<file path="config.mk">
export PLATFORM = sky130hd
export DESIGN_NAME = instr_fetch_queue
export DESIGN_NICKNAME = d
export VERILOG_FILES = /design/src/rtl/instr_fetch_queue.sv
export SDC_FILE = /design/constraint.sdc
export NUM_CORES = 1
export LEC_CHECK = 0
export CAP_MARGIN = 20
export CORE_UTILIZATION = 50
export CTS_BUF_LIST = sky130_fd_sc_hd__clkbuf_8
export CTS_CLUSTER_SIZE = 8
export DETAILED_ROUTE_END_ITERATION = 10
export DONT_BUFFER_PORTS = 1
export SKIP_CTS_REPAIR_TIMING = 1
export SLEW_MARGIN = 20
export SYNTH_ARGS = -nofsm -noshare
export SYNTH_HDL_FRONTEND = slang
export SYNTH_SLANG_ARGS = --single-unit
export TNS_END_PERCENT = 50
</file>
<file path="constraint.sdc">
create_clock -name clk -period 2.8 [get_ports clk]
set_input_delay 0.42 -clock clk [delete_from_list [all_inputs] [get_ports clk]]
set_output_delay 0.42 -clock clk [all_outputs]
set_load 0.03 [all_outputs]
</file>
<file path="src/rtl/instr_fetch_queue.sv">
// Sequential instruction fetch with req/ack memory handshake, prefetch FIFO and PC redirect.
// Optional fetch/flush/stall counters are enabled by defining FETCH_PERF_EN.
module instr_fetch_queue #(
    parameter int unsigned ADDR_W   = 6,
    parameter int unsigned DEPTH    = 4,
    parameter int unsigned RESET_PC = 0
) (
    input  logic              clk,
    input  logic              rst,
    output logic              mem_req,
    output logic [ADDR_W-1:0] mem_addr,
    input  logic              mem_ack,
    input  logic [31:0]       mem_rdata,
    input  logic              redirect,
    input  logic [ADDR_W-1:0] redirect_pc,
    output logic              instr_valid,
    output logic [31:0]       instr,
    output logic [ADDR_W-1:0] instr_pc,
    input  logic              instr_ready
`ifdef FETCH_PERF_EN
    ,
    output logic [15:0]       fetch_cnt,
    output logic [15:0]       flush_cnt,
    output logic [15:0]       stall_cnt
`endif
);

    localparam int unsigned       PW         = $clog2(DEPTH);
    localparam int unsigned       CW         = PW + 1;
    localparam logic [CW-1:0]     DEPTH_C    = CW'(DEPTH);
    localparam logic [ADDR_W-1:0] RESET_ADDR = ADDR_W'(RESET_PC);

    typedef enum logic [1:0] {
        IDLE,
        REQ,
        DISCARD
    } state_t;

    state_t            state, state_nxt;
    logic [ADDR_W-1:0] fetch_pc, fetch_pc_nxt, redirect_aligned;
    logic [PW-1:0]     wr_ptr, rd_ptr;
    logic [CW-1:0]     count, count_after;
    logic [31:0]       data_mem [DEPTH];
    logic [ADDR_W-1:0] pc_mem   [DEPTH];
    logic              ack, push, pop;

    assign redirect_aligned = redirect_pc & ~ADDR_W'(3);
    assign mem_req          = (state != IDLE);
    assign ack              = mem_req && mem_ack;
    assign push             = (state == REQ) && ack && !redirect;
    assign instr_valid      = (count != '0) && !redirect;
    assign pop              = instr_valid && instr_ready;
    assign instr            = data_mem[rd_ptr];
    assign instr_pc         = pc_mem[rd_ptr];

    always_comb begin
        count_after = count;
        if (push && !pop) begin
            count_after = count + CW'(1);
        end else if (!push && pop) begin
            count_after = count - CW'(1);
        end
    end

    always_comb begin
        fetch_pc_nxt = fetch_pc;
        if (redirect) begin
            fetch_pc_nxt = redirect_aligned;
        end else if (push) begin
            fetch_pc_nxt = fetch_pc + ADDR_W'(4);
        end
    end

    always_comb begin
        state_nxt = state;
        case (state)
            IDLE: begin
                if (!redirect && (count < DEPTH_C)) begin
                    state_nxt = REQ;
                end
            end
            REQ: begin
                if (ack) begin
                    state_nxt = (redirect || (count_after < DEPTH_C - CW'(1))) ? REQ : IDLE;
                end else if (redirect) begin
                    state_nxt = DISCARD;
                end
            end
            // An ack here closes the flushed request; a coincident redirect is
            // already captured in fetch_pc_nxt, so the fresh request uses it.
            DISCARD: begin
                if (ack) begin
                    state_nxt = REQ;
                end
            end
            default: state_nxt = IDLE;
        endcase
    end

    always_ff @(posedge clk or negedge rst) begin
        if (!rst) begin
            state    <= IDLE;
            fetch_pc <= RESET_ADDR;
            mem_addr <= RESET_ADDR;
            wr_ptr   <= '0;
            rd_ptr   <= '0;
            count    <= '0;
        end else begin
            state    <= state_nxt;
            fetch_pc <= fetch_pc_nxt;
            // The address of a pending request is frozen until it is acked.
            if (!(mem_req && !mem_ack)) begin
                mem_addr <= fetch_pc_nxt;
            end
            if (redirect) begin
                wr_ptr <= '0;
                rd_ptr <= '0;
                count  <= '0;
            end else begin
                if (push) begin
                    wr_ptr <= wr_ptr + PW'(1);
                end
                if (pop) begin
                    rd_ptr <= rd_ptr + PW'(1);
                end
                count <= count_after;
            end
        end
    end

    always_ff @(posedge clk or negedge rst) begin
        if (!rst) begin
            for (int unsigned i = 0; i < DEPTH; i++) begin
                data_mem[i] <= '0;
                pc_mem[i]   <= '0;
            end
        end else if (push) begin
            data_mem[wr_ptr] <= mem_rdata;
            pc_mem[wr_ptr]   <= mem_addr;
        end
    end

`ifdef FETCH_PERF_EN
    always_ff @(posedge clk or negedge rst) begin
        if (!rst) begin
            fetch_cnt <= '0;
            flush_cnt <= '0;
            stall_cnt <= '0;
        end else begin
            if (push && (fetch_cnt != '1)) begin
                fetch_cnt <= fetch_cnt + 16'd1;
            end
            if (redirect && (flush_cnt != '1)) begin
                flush_cnt <= flush_cnt + 16'd1;
            end
            if (mem_req && !mem_ack && (stall_cnt != '1)) begin
                stall_cnt <= stall_cnt + 16'd1;
            end
        end
    end
`endif

endmodule

</file>
==> results of run 1 <==
==> synthesized netlist by cell type (2+ instances only) <==
| cell type | count |
|---|---|
| and3b_1 | 2 |
| mux4_2 | 38 |
| mux2i_1 | 2 |
| a31oi_1 | 2 |
| mux2_4 | 20 |
| dfrtp_1 | 173 |
| inv_1 | 7 |
| nand2_1 | 15 |
| nand3_1 | 3 |
| nor2b_1 | 4 |
| a21oi_1 | 5 |
| buf_8 | 2 |
| buf_6 | 2 |
| o31ai_1 | 2 |
| xnor2_1 | 5 |
| buf_2 | 19 |
| nor3_1 | 2 |
| a211oi_1 | 2 |
| mux2_2 | 136 |
| ha_1 | 8 |
| clkbuf_1 | 7 |
| nand3b_1 | 3 |
| o21ai_0 | 3 |
| nor2_1 | 9 |
==> stage by stage <==
step	cell area [um2]	hold slack, ps	std cells	utilization, %
3_3_place_gp	7970	129	654	52.5
2_1_floorplan	7770	124	487	-
4_1_cts	8430	-373	686	55.4
5_1_grt	8460	-382	689	55.6
3_5_place_dp	7970	130	654	52.5
6_report	8460	-328	689	55.6
==> metal layers <==
metal / GRT usage (%) / vias to the layer above / part of all wire [%]
li1: - / 1779 / -
met1: 25.7 / 2118 / 44
met2: 32.0 / 64 / 50
met3: 5.31 / 15 / 4.4
met4: 6.72 / 0 / 1.4
met5: 0 / - / 0
==> cells by family (layout without fill, tap and decap cells) <==
kind of cell	count (synthesis)	count (layout)	share of synthesized area, %
buffers and inverters	38	52	2.63
flip-flops	173	173	55.7
AO/OA/AOI/OAI	20	20	1.69
adder cells (fa/ha/maj)	9	9	1.42
XOR/XNOR	5	5	0.564
AND/OR/NAND/NOR	46	46	3.12
multiplexers	196	196	34.9
==> registers in the layout, indices dropped and copies added, names as in the netlist <==
signal    flops
data_mem    128
pc_mem       24
fetch_pc      6
state         2
rd_ptr        2
wr_ptr        2
mem_addr      6
count         3
==> where the power goes <==
part	internal [W]	total (W)	switching (W)	leakage (nW)
clock network	0.00106	0.00192	0.000857	0.233
registers	0.00329	0.00380	0.000512	2.26
logic	0.00132	0.00271	0.00138	1.35
total	0.00568	0.00843	0.00275	3.85
==> final cells by class <==
| type | instances | share of cell area [%] |
|---|---|---|
| flip-flops and latches | 173 | 51.2 |
| multi-input cells | 276 | 38.3 |
| clock buffers | 21 | 3.42 |
| well taps | 188 | 2.78 |
| repair buffers | 13 | 1.98 |
| clock inverters | 11 | 1.94 |
| inverters | 7 | 0.311 |
==> worst paths after layout <==
| check | slack (ps) | to | from |
|---|---|---|---|
| max | 330 | instr[20] | rd_ptr[0]$_DFFE_PN0P_ |
| min | -330 | data_mem[89]$_DFFE_PN0P_ | rst |
| max reg2reg | 880 | data_mem[22]$_DFFE_PN0P_ | state[0]$_DFFE_PN0P_ |
| min reg2reg | 500 | data_mem[32]$_DFFE_PN0P_ | data_mem[32]$_DFFE_PN0P_ |
| max in group asynchronous | 2860 | rd_ptr[0]$_DFFE_PN0P_ | rst |
| min in group clk | 40 | count[0]$_DFF_PN0_ | redirect |
==> worst max-delay path, cell delays in order, from the launching register on <==
cell and delay [ps]:
dfrtp_2 640, buf_12 290, mux4_2 670
==> impl_metrics.ini, run 1 <==
[finish]
multiInputGateArea_um2 = 3240
layout.nets = 539
regArea_um2 = 4330
final_cell_mix = 171 x dfrtp_1, 136 x mux2_2, 38 x mux4_2, 21 x clkbuf_8, 20 x mux2_4
fillers = 1212
syn_to_final_growth_pct = 8.86
layout-drive-gt1-share_pct = 48.5
final_common_cell = dfrtp_1
n_antenna_cell = 0

[cts]
numCtsBuffers = 17
cts_buffer_depth = 2
cts.reportedPaths.clkPinSlew_ps = 80
insertion_delay_ps = 440
root_buffer = clkbuf_8
cts_sinks = 173
cts_max_level = 4
cts_tree = built

[synthesis]
async_flop_share_pct = 100
synth-seq-cells = 173
ys_warn_count = 0
synth.largest_area_cell = dfrtp_1
synth_seq_area_share_pct = 55.7
synth_cell_type_count = 40
syn-cell-area_um2 = 7770
synth_nets = 538
synth_area_per_cell_um2 = 16.0
synthCells = 487
synthFlopType = dfrtp_1
synth.area.top_cells = dfrtp_1 56%, mux2_2 20%, mux4_2 11%
synth.top_cell.area_share_pct = 55.7
synth_edf_count = 0

[global_routing]
grt_pass1_wl_mm = 23.7
grt_pass1_vias = 4396
antenna_found_initial = 0
grt_overflow = 0
grt_usage_pct = 19.7
grt_max_degree = 174

[die]
io-pin-count = 89
die_w_um = 127
die_h_um = 127
start_util_pct = 51.1
rows = 45
die_area_um2 = 16000
coreArea_um2 = 15200

[setup_path]
crit_path_max_fanout = 23
crit_path_end_kind = output pin
r2r_cells = 5
required_ps = 2380
cp-start-kind = flip-flop
cp_data_arrival_time_ps = 2050
worstSetupPathType = reg2out

[routing]
vias_per_cell = 5.77
dr_total_vias = 3976
drt_iter0_markers = 172
dr.pass1.iters = 4
wirelength_mm = 14.2
route.detailed.drc = 0
wl_per_cell_um = 20.7
postRouteAntennaNets = 0

[place]
dp_hpwl_mm = 8.73
place_congestion = 0.737
port_buffers = 0
post-place-ws_ps = 747

[power]
power_per_cell_area_nw_per_um2 = 997
vdd_drop_max_mv = 0.409
p_leak_nw = 3.85
power_w = 0.00843

[sta]
post-route-min-period_ps = 2470
slew_headroom_pct = 55.9
tns_ps = 0
period_share_pct = 88.1
finalClockSkew_ps = 5.94
setup_ws_ps = 332
fmax_mhz = 405
rsz0062_at_grt = false
worstMarginPinSlew_ps = 660
setup_viol = 0
hold_viol_final = 173
whs_ps = -328
slew_viol_final = 0

[job]
cap_violations = 0

[hold_path]
hp-class = in2async

[status]
violations = negative hold slack
status = finished, violations left
Power figures use the tool's default switching activity.
==> inputs of run 2 (changes only) <==
ABC_CLOCK_PERIOD_IN_PS = 2900   (was default)
clock period = 2.9 ns   (was 2.8 ns; I/O delays follow)
==> impl_metrics.ini, run 2 (same netlist as run 1, synthesis figures left out) <==
[hold_path]
hp-class = in2async

[finish]
final_cell_mix = 171 x dfrtp_1, 136 x mux2_2, 38 x mux4_2, 20 x mux2_4, 19 x clkbuf_8
regArea_um2 = 4330
n_antenna_cell = 0
final_common_cell = dfrtp_1
final_cells = 689
multiInputGateArea_um2 = 3240
syn_to_final_growth_pct = 8.07
layout.nets = 539
fin_util_pct = 55.2
layout-drive-gt1-share_pct = 48.7
largestRegisters = data_mem (128), pc_mem (24)
fillers = 1273
largest_reg_flops = 128
regMostFlops = data_mem

[global_routing]
grt_pass1_vias = 4502
grt_overflow = 0
grt_pass1_wl_mm = 24.1
antenna_found_initial = 0
grt_max_degree = 174
grt_usage_pct = 20.1

[sta]
post-route-min-period_ps = 2460
rsz0062_at_grt = false
setup_viol = 0
finalClockSkew_ps = 9.42
slew_headroom_pct = 56.8
tns_ps = 0
hold_viol_final = 173
worstMarginPinSlew_ps = 647
slew_viol_final = 0
period_share_pct = 84.9
fmax_mhz = 406
setup_ws_ps = 439
whs_ps = -321

[status]
status = finished, violations left
violations = negative hold slack

[cts]
cts_max_level = 4
numCtsBuffers = 17
cts_sinks = 173
root_buffer = clkbuf_8
cts.reportedPaths.clkPinSlew_ps = 80
cts_buffer_depth = 2
insertion_delay_ps = 450
cts_tree = built

[routing]
wl_per_cell_um = 21.3
vias_per_cell = 5.88
postRouteAntennaNets = 0
dr.pass1.iters = 4
drt_iter0_markers = 186
route.detailed.drc = 0
dr_total_vias = 4048
wirelength_mm = 14.6

[die]
die_area_um2 = 16000
start_util_pct = 51.1
rows = 45
coreArea_um2 = 15200
die_h_um = 127
io-pin-count = 89
die_w_um = 127

[place]
port_buffers = 0
post-place-ws_ps = 731
place_congestion = 0.741
dp_hpwl_mm = 8.97
placed_cells = 656

[power]
power_w = 0.00809
vdd_drop_max_mv = 0.469
power_per_cell_area_nw_per_um2 = 964
p_leak_nw = 3.82

[setup_path]
cp-start-kind = flip-flop
cp_data_arrival_time_ps = 2030
crit_path_max_fanout = 33
crit_path_end_kind = output pin
worstSetupPathType = reg2out
required_ps = 2470

[job]
cap_violations = 0
==> run 2: cell types whose count changed in the layout (fill, tap and decap cells not counted), sizes merged <==
| cell | previous run | this run |
|---|---|---|
| clkinvlp | 1 | 4 |
| buf | 10 | 12 |
| clkbuf | 21 | 19 |
| clkinv | 5 | 3 |
| dlygate4sd3 | 3 | 1 |
| inv | 8 | 9 |
==> run 2: cell type report <==
cell class,count,area share [%]
Multi-Input combinational cell,276,38.6
Sequential cell,173,51.6
Clock buffer,19,3.11
Timing Repair Buffer,13,1.49
Tap cell,188,2.80
Inverter,7,0.313
Clock inverter,13,2.06
==> run 2: critical path: stages, from the launching register on <==
cell     delay, ps
dfrtp_2        540
buf_12         330
mux4_2         680
==> run 2: final timing paths <==
check	startpoint	to	slack [ps]	cells past startpoint
min in group clk	redirect	count[2]$_DFF_PN0_	40	1
hold / removal	rst	data_mem[117]$_DFFE_PN0P_	-320	0
setup reg to reg	state[0]$_DFFE_PN0P_	pc_mem[1]$_DFFE_PN0P_	760	5
hold reg to reg	data_mem[41]$_DFFE_PN0P_	data_mem[41]$_DFFE_PN0P_	500	1
setup / recovery	rd_ptr[0]$_DFFE_PN0P_	instr[19]	440	2
max in group asynchronous	rst	data_mem[7]$_DFFE_PN0P_	2870	0
==> run 2: routing by layer <==
layer | global-route usage (%) | part of all wire, % | up-vias | routed length (um)
met5 | 0 | 0 | - | 0
met4 | 7.63 | 1.5 | 0 | 226
met3 | 5.69 | 4.6 | 15 | 675
met2 | 32.1 | 50 | 67 | 7280
met1 | 26.5 | 44 | 2179 | 6470
li1 | - | - | 1787 | -
==> run 2: per-stage QoR <==
step                      hold WS [ps]  cell area (um2)
final                             -321             8400
after global routing              -375             8400
after CTS                         -366             8390
after detailed placement           144             7950
after global placement             143             7950
after floorplan                    139             7770
==> run 2: report_power, final <==
group          internal (W)  switching (W)
Combinational       0.00127        0.00135
Sequential          0.00318       0.000489
Clock              0.000973       0.000830
==> inputs of run 3 (changes only) <==
ABC_CLOCK_PERIOD_IN_PS = 2300   (was 2900)
clock period = 2.3 ns   (was 2.9 ns; I/O delays follow)
==> impl_metrics.ini, run 3 (same netlist as run 1, synthesis figures left out) <==
[sta]
whs_ps = -421
rsz0062_at_grt = false
setup_ws_ps = 162
finalClockSkew_ps = 9.93
hold_viol_final = 173
slew_headroom_pct = 54.5
slew_viol_final = 0
period_share_pct = 93.0
setup_viol = 0
fmax_mhz = 468
post-route-min-period_ps = 2140
worstMarginPinSlew_ps = 681

[hold_path]
hp-class = in2async

[die]
coreArea_um2 = 15200
io-pin-count = 89
die_w_um = 127
die_h_um = 127
die_area_um2 = 16000
start_util_pct = 51.1
rows = 45

[cts]
numCtsBuffers = 17
cts_max_level = 4
cts_tree = built
cts_buffer_depth = 2
insertion_delay_ps = 460
cts_sinks = 173
root_buffer = clkbuf_8
cts.reportedPaths.clkPinSlew_ps = 80

[place]
post-place-ws_ps = 385
dp_hpwl_mm = 8.92
port_buffers = 0
place_congestion = 0.765
placed_cells = 658

[finish]
regMostFlops = data_mem
multiInputGateArea_um2 = 3240
largestRegisters = data_mem (128), pc_mem (24)
final_cell_mix = 171 x dfrtp_1, 136 x mux2_2, 38 x mux4_2, 20 x mux2_4, 20 x clkbuf_8
final_common_cell = dfrtp_1
final_cells = 697
regArea_um2 = 4330
layout-drive-gt1-share_pct = 47.9
largest_reg_flops = 128
layout.nets = 549
fillers = 1258
syn_to_final_growth_pct = 9.47
n_antenna_cell = 0

[global_routing]
grt_overflow = 0
grt_usage_pct = 19.5
grt_pass1_wl_mm = 23.3
grt_max_degree = 174
grt_pass1_vias = 4363
antenna_found_initial = 0

[power]
p_int_w = 0.00680
vdd_drop_max_mv = 0.634
combPwrFrac_pct = 33.2
power_per_cell_area_nw_per_um2 = 1200
netSwitchingPower_w = 0.00337
p_leak_nw = 3.87
power.share.clock_pct = 21.3
pwr-share-seq_pct = 45.5
netSwitchingFraction_pct = 33.1
power_w = 0.0102

[routing]
dr.pass1.iters = 4
wirelength_mm = 14.5
drt_iter0_markers = 155
vias_per_cell = 5.82
postRouteAntennaNets = 0
wl_per_cell_um = 20.8
route.detailed.drc = 0
dr_total_vias = 4058

[setup_path]
crit_path_start = rd_ptr[0]$_DFFE_PN0P_
crit_path_end_kind = output pin
required_ps = 1960
cp_data_arrival_time_ps = 1790
cp-start-kind = flip-flop
worstSetupPathType = reg2out
r2r_start = state[0]$_DFFE_PN0P_
crit_path_max_fanout = 13

[status]
violations = negative hold slack
status = finished, violations left

[job]
cap_violations = 0
==> run 3: changes by cell type in the layout (fill, tap and decap cells not counted) <==
cell / previous run / this run
dlygate4sd3_1: 1 / 7
buf_12: 2 / 6
clkinv_2: 3 / 1
clkinvlp_4: 4 / 2
inv_1: 9 / 11
bufinv_16: 4 / 3
clkbuf_8: 19 / 20
dfrtp_2: 2 / 1
dfrtp_4: 0 / 1
==> run 3: critical path, cell delays in order (launching register included) <==
cell and delay [ps]:
dfrtp_4 500, buf_12 190, mux4_2 650
==> run 3: cell type report <==
class	instances	area share, %
Clock inverter	10	1.47
Inverter	7	0.309
Sequential cell	173	51.0
Multi-Input combinational cell	276	38.1
Clock buffer	20	3.24
Tap cell	188	2.77
Timing Repair Buffer	23	3.12
==> run 3: metrics by stage <==
step	setup TNS, ps	hold slack [ps]	utilization, %	area [um2]
finish	0	-421	55.9	8500
global route	0	-458	55.9	8500
CTS	-819	-459	55.4	8420
detailed placement	0	55.2	52.7	8020
global placement	0	54.3	52.7	8020
floorplan	0	49.4	-	7770
==> run 3: power groups by stage <==
| stage | combinational, W | sequential (W) | clock (W) |
|---|---|---|---|
| 2_1_floorplan | 0.00302 | 0.00446 | 0 |
| 3_3_place_gp | 0.00331 | 0.00462 | 0 |
| 3_5_place_dp | 0.00339 | 0.00469 | 0 |
| 4_1_cts | 0.00339 | 0.00464 | 0.00223 |
| 5_1_grt | 0.00359 | 0.00475 | 0.00234 |
| 6_report | 0.00338 | 0.00462 | 0.00216 |
==> run 3: path summary, 6_finish.rpt <==
kind / end / slack, ps / depth (start not counted)
worst max register to register: data_mem[105]$_DFFE_PN0P_ / 390 / 5
min in group clk: data_mem[71]$_DFFE_PN0P_ / 30 / 1
worst min register to register: data_mem[41]$_DFFE_PN0P_ / 500 / 1
worst max-delay path: instr[19] / 160 / 2
max in group asynchronous: rd_ptr[0]$_DFFE_PN0P_ / 2470 / 0
worst min-delay path: data_mem[117]$_DFFE_PN0P_ / -420 / 0
==> run 3: metal layers <==
metal | track usage (%) | vias to the layer above | wire length [um]
met5 | 0 | - | 0
met4 | 7.35 | 0 | 233
met3 | 5.95 | 21 | 660
met2 | 31.1 | 68 | 7190
met1 | 25.2 | 2167 | 6410
li1 | - | 1802 | -
